$ cat src/rtl/vector_store_unit_if.sv
// Store-command and memory-write bundle for vector_store_unit.
// The master side issues commands and models the memory; the slave side is the unit.
interface vector_store_unit_if #(
  parameter int LANES  = 20,
  parameter int DATA_W = 10,
  parameter int ADDR_W = 6,
  parameter int LEN_W  = $clog2(LANES + 1)
);
  logic                    start;
  logic                    op_type;
  logic [ADDR_W-1:0]       base_address;
  logic [ADDR_W-1:0]       stride;
  logic [LEN_W-1:0]        vlen;
  logic [LANES*DATA_W-1:0] vector_data;
  logic [DATA_W-1:0]       scalar_data;
  logic                    mem_ready;
  logic                    busy;
  logic                    done;
  logic                    write_en;
  logic [ADDR_W-1:0]       write_address;
  logic [DATA_W-1:0]       write_data;

  modport master (
    output start, op_type, base_address, stride, vlen, vector_data, scalar_data, mem_ready,
    input  busy, done, write_en, write_address, write_data
  );

  modport slave (
    input  start, op_type, base_address, stride, vlen, vector_data, scalar_data, mem_ready,
    output busy, done, write_en, write_address, write_data
  );
endinterface

$ cat src/rtl/vector_store_unit.sv
// Vector store unit: captures one scalar or strided vector store command and
// serialises it into single-element memory writes under mem_ready back-pressure.
module vector_store_unit #(
  parameter int LANES  = 20,
  parameter int DATA_W = 10,
  parameter int ADDR_W = 6
) (
  input  logic                clk,
  input  logic                rst,
  vector_store_unit_if.slave  bus
);
  localparam int LEN_W = $clog2(LANES + 1);

  typedef enum logic {IDLE, WRITE} state_t;

  state_t                  state_q, state_d;
  logic [LEN_W-1:0]        idx_q;
  logic [LEN_W-1:0]        len_q;
  logic [LEN_W-1:0]        eff_len;
  logic                    op_q;
  logic [ADDR_W-1:0]       stride_q;
  logic [LANES*DATA_W-1:0] vec_q;
  logic [DATA_W-1:0]       scalar_q;
  logic [ADDR_W-1:0]       addr_q;
  logic [DATA_W-1:0]       data_q;
  logic                    wen_q;
  logic                    done_q;
  logic                    take;
  logic                    accept;
  logic                    last;

  // Effective element count: scalar stores are always one write, vector lengths clamp to LANES.
  function automatic logic [LEN_W-1:0] sat_len(input logic op, input logic [LEN_W-1:0] n);
    if (!op) return LEN_W'(1);
    if (n > LEN_W'(LANES)) return LEN_W'(LANES);
    return n;
  endfunction

  // Element select written as a constant-index scan so no dynamic part-select is needed.
  function automatic logic [DATA_W-1:0] elem(input logic [LANES*DATA_W-1:0] v,
                                             input logic [LEN_W-1:0] i);
    logic [DATA_W-1:0] r;
    r = '0;
    for (int k = 0; k < LANES; k++) begin
      if (LEN_W'(k) == i) r = v[k*DATA_W +: DATA_W];
    end
    return r;
  endfunction

  // Next-state and handshake decode.
  always_comb begin
    state_d = state_q;
    take    = 1'b0;
    accept  = 1'b0;
    last    = 1'b0;
    eff_len = sat_len(bus.op_type, bus.vlen);
    case (state_q)
      IDLE: begin
        if (bus.start) begin
          take = 1'b1;
          if (eff_len != '0) state_d = WRITE;
        end
      end
      WRITE: begin
        if (bus.mem_ready) begin
          accept = 1'b1;
          last   = (idx_q == len_q - LEN_W'(1));
          if (last) state_d = IDLE;
        end
      end
      default: state_d = IDLE;
    endcase
  end

  // State register.
  always_ff @(posedge clk) begin
    if (rst) state_q <= IDLE;
    else     state_q <= state_d;
  end

  // Element index, registered write port and completion pulse.
  always_ff @(posedge clk) begin
    if (rst) begin
      idx_q  <= '0;
      len_q  <= '0;
      wen_q  <= 1'b0;
      done_q <= 1'b0;
      addr_q <= '0;
      data_q <= '0;
    end else begin
      done_q <= 1'b0;
      if (take) begin
        len_q <= eff_len;
        idx_q <= '0;
        if (eff_len == '0) begin
          done_q <= 1'b1;
        end else begin
          wen_q  <= 1'b1;
          addr_q <= bus.base_address;
          data_q <= bus.op_type ? elem(bus.vector_data, LEN_W'(0)) : bus.scalar_data;
        end
      end else if (accept) begin
        if (last) begin
          wen_q  <= 1'b0;
          done_q <= 1'b1;
          idx_q  <= '0;
        end else begin
          idx_q  <= idx_q + LEN_W'(1);
          addr_q <= addr_q + stride_q;
          data_q <= op_q ? elem(vec_q, idx_q + LEN_W'(1)) : scalar_q;
        end
      end
    end
  end

  // Operand snapshot taken on the accepting edge; later input changes are ignored.
  always_ff @(posedge clk) begin
    if (take) begin
      op_q     <= bus.op_type;
      stride_q <= bus.stride;
      vec_q    <= bus.vector_data;
      scalar_q <= bus.scalar_data;
    end
  end

  assign bus.busy          = (state_q == WRITE);
  assign bus.done          = done_q;
  assign bus.write_en      = wen_q;
  assign bus.write_address = addr_q;
  assign bus.write_data    = data_q;
endmodule
$ cat src/flat_wrapper.sv
// flat-port wrapper written by rule: the top's interface ports become plain ports
module vector_store_unit_flat 
#(
  parameter int LANES  = 20,
  parameter int DATA_W = 10,
  parameter int ADDR_W = 6
)
  (clk, rst, bus_start, bus_op_type, bus_base_address, bus_stride, bus_vlen, bus_vector_data, bus_scalar_data, bus_mem_ready, bus_busy, bus_done, bus_write_en, bus_write_address, bus_write_data);
  vector_store_unit_if #(.LANES(LANES), .DATA_W(DATA_W), .ADDR_W(ADDR_W)) bus_i ();
  input  logic clk;
  input  logic rst;
  input wire logic [$bits(bus_i.start)-1:0] bus_start;
  input wire logic [$bits(bus_i.op_type)-1:0] bus_op_type;
  input wire logic [$bits(bus_i.base_address)-1:0] bus_base_address;
  input wire logic [$bits(bus_i.stride)-1:0] bus_stride;
  input wire logic [$bits(bus_i.vlen)-1:0] bus_vlen;
  input wire logic [$bits(bus_i.vector_data)-1:0] bus_vector_data;
  input wire logic [$bits(bus_i.scalar_data)-1:0] bus_scalar_data;
  input wire logic [$bits(bus_i.mem_ready)-1:0] bus_mem_ready;
  output wire logic [$bits(bus_i.busy)-1:0] bus_busy;
  output wire logic [$bits(bus_i.done)-1:0] bus_done;
  output wire logic [$bits(bus_i.write_en)-1:0] bus_write_en;
  output wire logic [$bits(bus_i.write_address)-1:0] bus_write_address;
  output wire logic [$bits(bus_i.write_data)-1:0] bus_write_data;
  assign bus_i.start = bus_start;
  assign bus_i.op_type = bus_op_type;
  assign bus_i.base_address = bus_base_address;
  assign bus_i.stride = bus_stride;
  assign bus_i.vlen = bus_vlen;
  assign bus_i.vector_data = bus_vector_data;
  assign bus_i.scalar_data = bus_scalar_data;
  assign bus_i.mem_ready = bus_mem_ready;
  assign bus_busy = bus_i.busy;
  assign bus_done = bus_i.done;
  assign bus_write_en = bus_i.write_en;
  assign bus_write_address = bus_i.write_address;
  assign bus_write_data = bus_i.write_data;
  vector_store_unit #(.LANES(LANES), .DATA_W(DATA_W), .ADDR_W(ADDR_W)) u_core (.clk(clk), .rst(rst), .bus(bus_i));
endmodule
$ cat config.mk
export PLATFORM = sky130hd
export DESIGN_NAME = vector_store_unit_flat
export DESIGN_NICKNAME = d
export VERILOG_FILES = /design/src/rtl/vector_store_unit_if.sv /design/src/rtl/vector_store_unit.sv /design/src/flat_wrapper.sv
export SDC_FILE = /design/constraint.sdc
export NUM_CORES = 1
export LEC_CHECK = 0
export ABC_AREA = 0
export CORE_AREA = 2 2 158 145
export CTS_CLUSTER_DIAMETER = 60
export DETAILED_ROUTE_END_ITERATION = 16
export DIE_AREA = 0 0 160 147
export GPL_ROUTABILITY_DRIVEN = 0
export GPL_TIMING_DRIVEN = 0
export PLACE_DENSITY = 0.78
export SLEW_MARGIN = 15
export SYNTH_ARGS = -nofsm -noshare
export SYNTH_HDL_FRONTEND = slang
export SYNTH_SLANG_ARGS = --single-unit
$ cat constraint.sdc
create_clock -name clk -period 12.4 [get_ports clk]
set_input_delay 2.48 -clock clk [delete_from_list [all_inputs] [get_ports clk]]
set_output_delay 2.48 -clock clk [all_outputs]
set_load 0.005 [all_outputs]
==> flow_summary_export.csv, run 1 <==
group,metric,value,unit
routing,via_count,8967,
cts,clk_latency,0.53,ns
cts,cts_made_buffers,25,
cts,holdBufCountCts,0,
placed_design,io_buffers,249,
grt,grt_pass1_wl,50200,um
timing,fin_skew,0.00891,ns
cts,ctsResizeCount,0,
cts,cts.path.max_buffers,3,
cells_and_area,layout-drive-gt1-share,7.22,%
timing,hold_viol_final,0,
routing,wl_per_cell,23.5,um
cells_and_area,antenna_cells,0,
placed_design,placed_cells,1400,
critical_path,critPathRequiredTime,12.62,ns
floorplan,start_util,49.9,%
critical_path,rr_startpoint,"u_core.idx_q[1]",
timing,slew_headroom,28.0,%
floorplan,coreArea,22000,um^2
cts,tritoncts,"yes",
cells_and_area,fin_cells,1446,
power,power_leakage,5.08,nW
grt,use_met3,5.65,%
floorplan,fp.dieW,160,um
synth,syn_inst,850,
synth,synth_ff_type,"edfxtp_1",
cells_and_area,area_growth,33.9,%
grt,top_usage_layer,"met2",
hold_path,hold_start,"u_core.len_q[4]",
grt,grt_pass1_vias,8571,
critical_path,crit_start,"bus_start",
timing,worstMarginPinSlew,1.08,ns
hold_path,whs_path_depth,2,
placed_design,placed_area,13900,um^2
cts,htreeDepth,1,
critical_path,arrival,4.83,ns
grt,gr-total-overflow,0,
cells_and_area,fill_cells,1678,
power,cellPowerDensity,133,nW/um^2
cts,post_cts_buffers,0,
cts,clockRootBuffer,"clkbuf_16",
timing,finalSetupViolCount,0,
timing,fin_crit_sh,37.2,%
timing,max_freq,0.217,GHz
critical_path,endpoint_kind,"register",
synth,synth_area_per_cell,12.9,um^2
routing,detail-route-antenna-nets,0,
cells_and_area,multiInputGateArea,3560,um^2
timing,period_needed,4.62,ns
power,ir_drop,0.0863,mV
critical_path,critPathMaxFanout,50,
flow_run,maxCapViolCount,0,
grt,antenna_found_initial,0,
grt,grt_util_met1,38.5,%
routing,dr.pass1.iters,6,
synth,netlist_area,11000,um^2
placed_design,dpl.hpwl,25200,um
floorplan,num_io_pins,251,
cts,cts.sinks,246,
routing,postRouteWirelength,34000,um
critical_path,reg2reg_depth,12,
synth,ys_ff_latch,246,
timing,fin_hold_ws,0.467,ns
cells_and_area,layout.area.seq,7100,um^2
routing,drt_iter0_drc,1321,
cells_and_area,fin_area,14700,um^2
grt,grt_max_degree,60,
timing,rsz0062_at_grt,"no",
synth,synth-async-reset-ratio,0,%
grt,grt_use_met2,46.0,%
critical_path,r2r_end,"u_core.bus.write_data[1]",
synth,seq_area_frac_synth,64.6,%
synth,syn_nets,1094,
routing,drc_errors,0,
routing,viasPerCell,6.20,
timing,drv_slew,0,
critical_path,crit_path_start_kind,"input port",
floorplan,fp.dieH,147,um
critical_path,critPathKind,"input port to register",
grt,grtUsageTotal,28.2,%
status,status,"finished clean",
hold_path,hp-class,"register to register",
hold_path,hold_path_end,"u_core.len_q[4]",
floorplan,die_area,23500,um^2
synth,synth_warnings,0,
synth,ys_types,85,
floorplan,rows,52,
cells_and_area,fin_nets,1374,
synth,synth_edf_count,217,
cts,path_clk_slew,0.06,ns
critical_path,ff2ff_setup_slack,8.69,ns
-- power breakdown --
group / switching (W) / internal, W
clock: 0.000312 / 0.000400
combinational: 0.000128 / 0.000128
sequential: 0.0000230 / 0.000966
-- cells in the mapped netlist, types with 5 or more instances --
cell type,n,area [um^2]
a211oi_1,9,67.6
a21o_1,6,45.0
a21oi_1,59,295
a22o_1,13,114
a22oi_1,19,143
a311oi_1,8,70.1
a31oi_1,11,68.8
and2_1,5,31.3
buf_2,10,50.1
clkbuf_1,30,113
dfxtp_1,29,581
edfxtp_1,217,6520
ha_1,11,138
inv_1,26,97.6
mux2i_1,16,160
nand2_1,57,214
nand2b_1,9,56.3
nand3_1,19,95.1
nand4_1,6,37.5
nor2_1,46,173
nor2b_1,10,62.6
nor3_1,7,35.0
nor4_1,5,31.3
o2111ai_1,5,43.8
o211ai_1,19,143
o21a_1,14,105
o21ai_0,45,225
o221ai_1,7,61.3
o22a_1,7,61.3
o22ai_1,10,62.6
o311ai_0,5,43.8
xnor2_1,7,61.3
-- flip-flops by register name, indices dropped and copies added (netlist names) --
| signal | flops |
|---|---|
| u_core.bus.write_data | 10 |
| u_core.bus.write_en | 1 |
| u_core.len_q | 5 |
| u_core.bus.done | 1 |
| u_core.scalar_q | 10 |
| u_core.bus.write_address | 6 |
| u_core.stride_q | 6 |
| u_core.bus.busy | 1 |
| u_core.idx_q | 5 |
| u_core.vec_q | 200 |
| u_core.op_q | 1 |
-- logic make-up (layout without fill, tap and decap cells) --
kind of cell | Yosys count | after routing | synth area share (%)
adders and majority gates | 12 | 12 | 1.44
muxes | 18 | 18 | 1.66
DFF | 246 | 246 | 64.6
buffers and inverters | 75 | 374 | 2.88
xor gates and xnor gates | 10 | 10 | 0.798
AOI/OAI and AO/OA | 302 | 302 | 20.2
and+or+nand+nor | 187 | 187 | 8.38
-- layout by cell type, fill, tap and decap left out, drive strengths merged, types with 5 or more instances in the layout --
master         Yosys  routed
o2111ai            5       5
a21oi             62      62
nand4              6       6
clkbuf            30      65
and2               6       6
o311ai             5       5
o21ai             49      49
a31oi             11      11
mux2i             16      16
xnor2              7       7
nor3               7       7
nand2             58      58
o21a              14      14
nor2              47      47
clkinv             0       8
a311oi             8       8
nor4               5       5
o211ai            19      19
buf               19      23
nor2b             10      10
dfxtp             29      29
o221ai             7       7
a22o              13      13
edfxtp           217     217
nand2b             9       9
o221a              5       5
o22ai             10      10
a2111oi            7       7
a211oi            12      12
clkdlybuf4s50      0     249
nand3             20      20
o22a               7       7
inv               26      27
a22oi             19      19
a21o               6       6
ha                11      11
-- worst max-delay path: stages --
cell,delay [ns]
clkdlybuf4s50_1,0.46
nand2b_1,0.10
inv_1,0.24
clkbuf_4,0.64
buf_16,0.34
buf_12,0.25
buf_12,0.25
-- worst max path at each step --
stage | to | slack, ns | cells past startpoint
global placement | u_core.bus.write_address[1] | -0.27 | 6
detailed placement | u_core.vec_q[70] | 7.25 | 7
global route | u_core.vec_q[101] | 7.65 | 7
finish | u_core.vec_q[62] | 7.78 | 7
CTS | u_core.vec_q[101] | 7.79 | 7
floorplan | u_core.bus.write_address[1] | 2.70 | 5
-- metal layers --
layer  part of all wire (%)  vias up
li1                       -     3934
met1                     39     4309
met2                     47      639
met3                     11       85
met4                    3.6        0
met5                      0        -
-- cell type report --
cell class,instances,area share [%]
clock inverters,11,0.570
flip-flops and latches,246,48.3
plain buffers,49,1.52
inverters,26,0.664
multi-input cells,529,24.3
clock buffers,35,4.58
repair buffers,253,17.6
well taps,297,2.53
-- per-stage QoR --
step / total power [W] / setup TNS [ns] / setup WS (ns) / utilization (%)
2_1_floorplan: 0.00112 / 0 / 2.70 / -
6_report: 0.00196 / 0 / 7.78 / 66.8
3_3_place_gp: 0.00126 / -0.806 / -0.270 / 62.9
5_1_grt: 0.00201 / 0 / 7.65 / 66.8
3_5_place_dp: 0.00126 / 0 / 7.25 / 63.4
4_1_cts: 0.00196 / 0 / 7.79 / 66.8
No activity file was read; power rests on OpenSTA's default activity.
==> run 2, diff against run 1 <==
--- a/config.mk
+++ b/config.mk
@@ -6,13 +6,13 @@
 export NUM_CORES = 1
 export LEC_CHECK = 0
 export ABC_AREA = 0
-export CORE_AREA = 2 2 158 145
+export CORE_AREA = 2 2 166 152
 export CTS_CLUSTER_DIAMETER = 60
 export DETAILED_ROUTE_END_ITERATION = 16
-export DIE_AREA = 0 0 160 147
+export DIE_AREA = 0 0 168 154
 export GPL_ROUTABILITY_DRIVEN = 0
 export GPL_TIMING_DRIVEN = 0
-export PLACE_DENSITY = 0.78
+export PLACE_DENSITY = 0.74
 export SLEW_MARGIN = 15
 export SYNTH_ARGS = -nofsm -noshare
 export SYNTH_HDL_FRONTEND = slang
==> constraint.sdc (replaced) <==
create_clock -name clk -period 4.1 [get_ports clk]
set_input_delay 0.82 -clock clk [delete_from_list [all_inputs] [get_ports clk]]
set_output_delay 0.82 -clock clk [all_outputs]
set_load 0.005 [all_outputs]
==> flow_summary_export.csv, run 2 (synthesized netlist as in run 1, its figures left out) <==
group,metric,value,unit
cells_and_area,final_cell_mix,"clkdlybuf4s50_1, edfxtp_1, a21oi_1",
placed_design,dpl.hpwl,25400,um
power,switching_share,23.8,%
status,status,"finished clean",
timing,fin_crit_sh,86.9,%
power,seqPwrFrac,48.4,%
critical_path,endpoint_kind,"register",
power,cellPowerDensity,418,nW/um^2
grt,grtUsageTotal,26.0,%
routing,viasPerCell,6.07,
placed_design,post-place-ws,0.603,ns
cts,cts.sinks,246,
power,power,0.00619,W
critical_path,critPathRequiredTime,4.52,ns
cts,ctsResizeCount,0,
timing,setup_tns,0,ns
timing,period_needed,3.56,ns
power,p_clk_share,39.4,%
timing,worstMarginPinSlew,1.07,ns
cells_and_area,layout-drive-gt1-share,7.48,%
routing,via_count,8851,
routing,dr.pass1.iters,7,
cells_and_area,multiInputGateArea,3560,um^2
power,p_int,0.00472,W
floorplan,die_area,25900,um^2
critical_path,critPathKind,"register to register",
floorplan,coreArea,24000,um^2
critical_path,arrival,3.99,ns
cells_and_area,fin_area,14800,um^2
cts,post_cts_buffers,0,
cells_and_area,largest_reg_flops,200,
timing,fin_ws,0.537,ns
cts,cts.path.max_buffers,3,
cells_and_area,fill_cells,1863,
cts,clockRootBuffer,"clkbuf_16",
timing,max_freq,0.281,GHz
timing,rsz0062_at_grt,"no",
power,pwr-share-comb,12.2,%
cts,cts_made_buffers,27,
timing,slew_headroom,28.4,%
timing,fin_skew,0.0256,ns
floorplan,fp.dieW,168,um
hold_path,hp-class,"register to register",
grt,gr-total-overflow,0,
floorplan,start_util,45.8,%
critical_path,crit_path_start_kind,"register",
cells_and_area,layout.area.seq,7100,um^2
floorplan,rows,54,
cts,clk_latency,0.56,ns
cts,path_clk_slew,0.06,ns
cells_and_area,antenna_cells,0,
routing,wl_per_cell,23.6,um
power,p_sw,0.00147,W
cells_and_area,regMostFlops,"u_core.vec_q",
cts,holdBufCountCts,0,
critical_path,ff2ff_setup_slack,0.54,ns
cts,tritoncts,"yes",
cells_and_area,fin_nets,1373,
timing,finalSetupViolCount,0,
grt,grt_pass1_vias,8600,
grt,antenna_found_initial,0,
routing,drc_errors,0,
grt,grt_max_degree,155,
grt,grt_pass1_wl,50900,um
critical_path,critPathMaxFanout,10,
floorplan,num_io_pins,251,
routing,drt_iter0_drc,1194,
cells_and_area,final_common_cell,"clkdlybuf4s50_1",
timing,drv_slew,0,
placed_design,io_buffers,249,
cts,htreeDepth,1,
power,ir_drop,0.262,mV
flow_run,maxCapViolCount,0,
placed_design,placed_area,13900,um^2
cells_and_area,area_growth,34.7,%
routing,detail-route-antenna-nets,0,
floorplan,fp.dieH,154,um
timing,hold_viol_final,0,
power,power_leakage,5.11,nW
routing,postRouteWirelength,34400,um
==> run 2: cell count changes in the layout (fill, tap and decap cells not counted), sizes merged <==
| cell | before | now |
|---|---|---|
| buf | 23 | 20 |
| bufinv | 1 | 3 |
| clkbuf | 65 | 63 |
| clkinvlp | 1 | 3 |
| inv | 27 | 29 |
==> run 2: final cells by class <==
class / instances / area share [%]
Buffer: 49 / 1.62
Clock buffer: 33 / 4.72
Clock inverter: 17 / 1.26
Inverter: 26 / 0.660
Multi-Input combinational cell: 529 / 24.1
Sequential cell: 246 / 48.0
Tap cell: 308 / 2.61
Timing Repair Buffer: 250 / 17.0
==> run 2: power by group through the flow <==
stage	combinational (W)	sequential, W	clock [W]
4_1_cts	0.000749	0.00300	0.00246
3_3_place_gp	0.000728	0.00306	0
2_1_floorplan	0.000320	0.00303	0
5_1_grt	0.000806	0.00301	0.00255
6_report	0.000756	0.00300	0.00244
3_5_place_dp	0.000746	0.00305	0
==> run 2: per-layer routing <==
layer | global-route usage, % | share of wire (%)
met1 | 35.7 | 41
met2 | 41.4 | 46
met3 | 4.66 | 9.3
met4 | 10.0 | 4.2
met5 | 0 | 0
==> run 2: path summary, 6_finish.rpt <==
check,start,cells past startpoint,endpoint
setup / recovery,u_core.idx_q[1],12,u_core.bus.write_data[5]
hold / removal,u_core.len_q[1],2,u_core.len_q[1]
setup reg to reg,u_core.idx_q[1],12,u_core.bus.write_data[5]
hold reg to reg,u_core.len_q[1],2,u_core.len_q[1]
==> run 2: critical path: stages, from the launching register on <==
cell      delay [ns]
dfxtp_1         0.60
inv_1           0.12
ha_1            0.20
clkbuf_1        0.20
inv_1           0.19
clkbuf_1        0.46
clkbuf_1        0.44
o211ai_1        0.16
o211a_1         0.16
a21oi_1         0.13
o22ai_1         0.12
a221oi_1        0.55
a21oi_1         0.12
==> run 2: per-stage QoR <==
step / util [%] / hold slack, ns / instances
global placement: 57.8 / 0.466 / 1407
global route: 61.7 / 0.516 / 1458
finish: 61.7 / 0.484 / 1458
detailed placement: 58.0 / 0.463 / 1408
CTS: 61.7 / 0.476 / 1458
floorplan: - / 0.445 / 850
==> run 3, diff against run 2 <==
--- a/config.mk
+++ b/config.mk
@@ -6,10 +6,11 @@
 export NUM_CORES = 1
 export LEC_CHECK = 0
 export ABC_AREA = 0
-export CORE_AREA = 2 2 166 152
+export CORE_AREA = 2 2 145 133
 export CTS_CLUSTER_DIAMETER = 60
 export DETAILED_ROUTE_END_ITERATION = 16
-export DIE_AREA = 0 0 168 154
+export DIE_AREA = 0 0 147 135
+export DONT_BUFFER_PORTS = 1
 export GPL_ROUTABILITY_DRIVEN = 0
 export GPL_TIMING_DRIVEN = 0
 export PLACE_DENSITY = 0.74
==> constraint.sdc (replaced) <==
create_clock -name clk -period 3.6 [get_ports clk]
set_input_delay 0.72 -clock clk [delete_from_list [all_inputs] [get_ports clk]]
set_output_delay 0.72 -clock clk [all_outputs]
set_load 0.005 [all_outputs]
==> flow_summary_export.csv, run 3 (synthesized netlist as in run 1, its figures left out) <==
group,metric,value,unit
routing,postRouteWirelength,31100,um
grt,gr-total-overflow,0,
cts,path_clk_slew,0.07,ns
routing,detail-route-antenna-nets,0,
critical_path,arrival,3.81,ns
routing,viasPerCell,6.87,
cells_and_area,final_cell_mix,"edfxtp_1, a21oi_1, nand2_1",
hold_path,hp-class,"input port to register",
routing,drt_iter0_drc,1049,
cts,tritoncts,"yes",
floorplan,num_io_pins,251,
power,cellPowerDensity,536,nW/um^2
cells_and_area,layout-drive-gt1-share,9.49,%
timing,worstMarginPinSlew,0.884,ns
cts,clockRootBuffer,"clkbuf_16",
cts,cts.sinks,246,
cells_and_area,regMostFlops,"u_core.vec_q",
cts,cts_made_buffers,25,
critical_path,cp_cell_sequence,"ha_1, clkbuf_1, a32oi_1, nor2_1, clkbuf_1, o21ai_0, a221o_1, o21ai_0, a21oi_1",
cells_and_area,fin_nets,1121,
critical_path,ff2ff_setup_slack,0.20,ns
cts,htreeDepth,1,
grt,grtUsageTotal,30.5,%
grt,grt_pass1_vias,7801,
timing,finalSetupViolCount,0,
routing,dr.pass1.iters,7,
timing,fin_hold_ws,0.263,ns
cells_and_area,area_growth,10.7,%
status,status,"finished clean",
timing,drv_slew,0,
power,ir_drop,0.488,mV
grt,grt_pass1_wl,45700,um
cts,clk_latency,0.55,ns
cells_and_area,fin_cells,1148,
placed_design,io_buffers,0,
floorplan,die_area,19800,um^2
cts,cts.path.max_buffers,3,
cells_and_area,final_common_cell,"edfxtp_1",
routing,drc_errors,0,
floorplan,start_util,60.2,%
critical_path,critPathMaxStageDelay,0.50,ns
floorplan,fp.dieH,135,um
cells_and_area,largest_reg_flops,200,
routing,wl_per_cell,27.1,um
cts,post_cts_buffers,0,
timing,max_freq,0.294,GHz
critical_path,critPathRequiredTime,4.01,ns
timing,fin_skew,0.0231,ns
timing,period_needed,3.40,ns
routing,via_count,7890,
placed_design,dpl.hpwl,22800,um
floorplan,rows,47,
floorplan,fp.dieW,147,um
cells_and_area,fin_util,66.7,%
grt,antenna_found_initial,7,
critical_path,crit_path_start_kind,"register",
timing,slew_headroom,40.8,%
critical_path,endpoint_kind,"register",
placed_design,placed_cells,1096,
critical_path,critPathKind,"register to register",
critical_path,critPathMaxFanout,10,
critical_path,worst_path_max_delay_cell,"clkbuf_1",
flow_run,maxCapViolCount,0,
critical_path,crit_buf_inv,2,
power,power_leakage,4.11,nW
floorplan,coreArea,18200,um^2
timing,rsz0062_at_grt,"no",
grt,grt_max_degree,153,
timing,hold_viol_final,0,
critical_path,cp_top_family,"compound AO/OA/AOI/OAI gates",
timing,fin_crit_sh,94.4,%
==> run 3: cell types whose count changed in the layout (fill, tap and decap cells not counted) <==
cell	delta
clkdlybuf4s50_1	-249
bufinv_16	-1
clkinv_1	+3
dfxtp_2	+2
diode_2	+7
clkinv_4	+2
clkinvlp_4	-1
clkbuf_16	-2
dfxtp_1	-2
clkbuf_1	-5
clkinv_2	-1
==> run 3: what timing repair did <==
item / 4_1_cts / 5_1_grt
gates cloned: 0 / 0
resized for setup: 0 / 2
hold buffers: 0 / 0
endpoints found under the setup margin: 2 / 6
==> run 3: path summary, 6_finish.rpt <==
path                            depth (start not counted)                  endpoint            startpoint
worst max-delay path                                    9  u_core.bus.write_data[6]       u_core.idx_q[1]
worst min-delay path                                    0         u_core.vec_q[132]  bus_vector_data[132]
worst max register to register                          9  u_core.bus.write_data[6]       u_core.idx_q[1]
worst min register to register                          2           u_core.len_q[4]       u_core.len_q[4]
==> run 3: through the flow <==
step	power, W	setup TNS (ns)	worst slack, ns	cell area [um^2]
2_1_floorplan	0.00381	0	0.446	11000
3_3_place_gp	0.00397	-9.33	-0.236	11300
3_5_place_dp	0.00399	-0.00965	-0.00965	11300
4_1_cts	0.00650	0	0.170	12100
5_1_grt	0.00667	0	0.0597	12200
6_report	0.00651	0	0.201	12200
==> run 3: per-layer routing <==
layer	vias up	global-route usage, %	part of all wire [%]
met1	3757	39.9	37
met4	2	13.4	4.5
met3	98	8.01	11
li1	3425	-	-
met5	-	0	0.042
met2	608	48.7	47
==> run 3: area by class of cell <==
cell class | instances | area, um^2
timing repair buffer | 1 | 27.5
buffer | 48 | 236
antenna | 7 | 17.5
clock buffer | 27 | 633
sequential | 246 | 7100
multi-input combinational | 529 | 3560
fill | 1310 | 6070
inverter | 26 | 97.6
tap | 245 | 307
clock inverter | 19 | 173
==> run 3: where the power goes <==
part           switching, W  internal (W)  total, W  leakage, nW
sequential        0.0000866       0.00333   0.00342         2.32
clock               0.00113       0.00144   0.00256        0.391
combinational      0.000356      0.000174  0.000530         1.40
total               0.00157       0.00494   0.00651         4.11
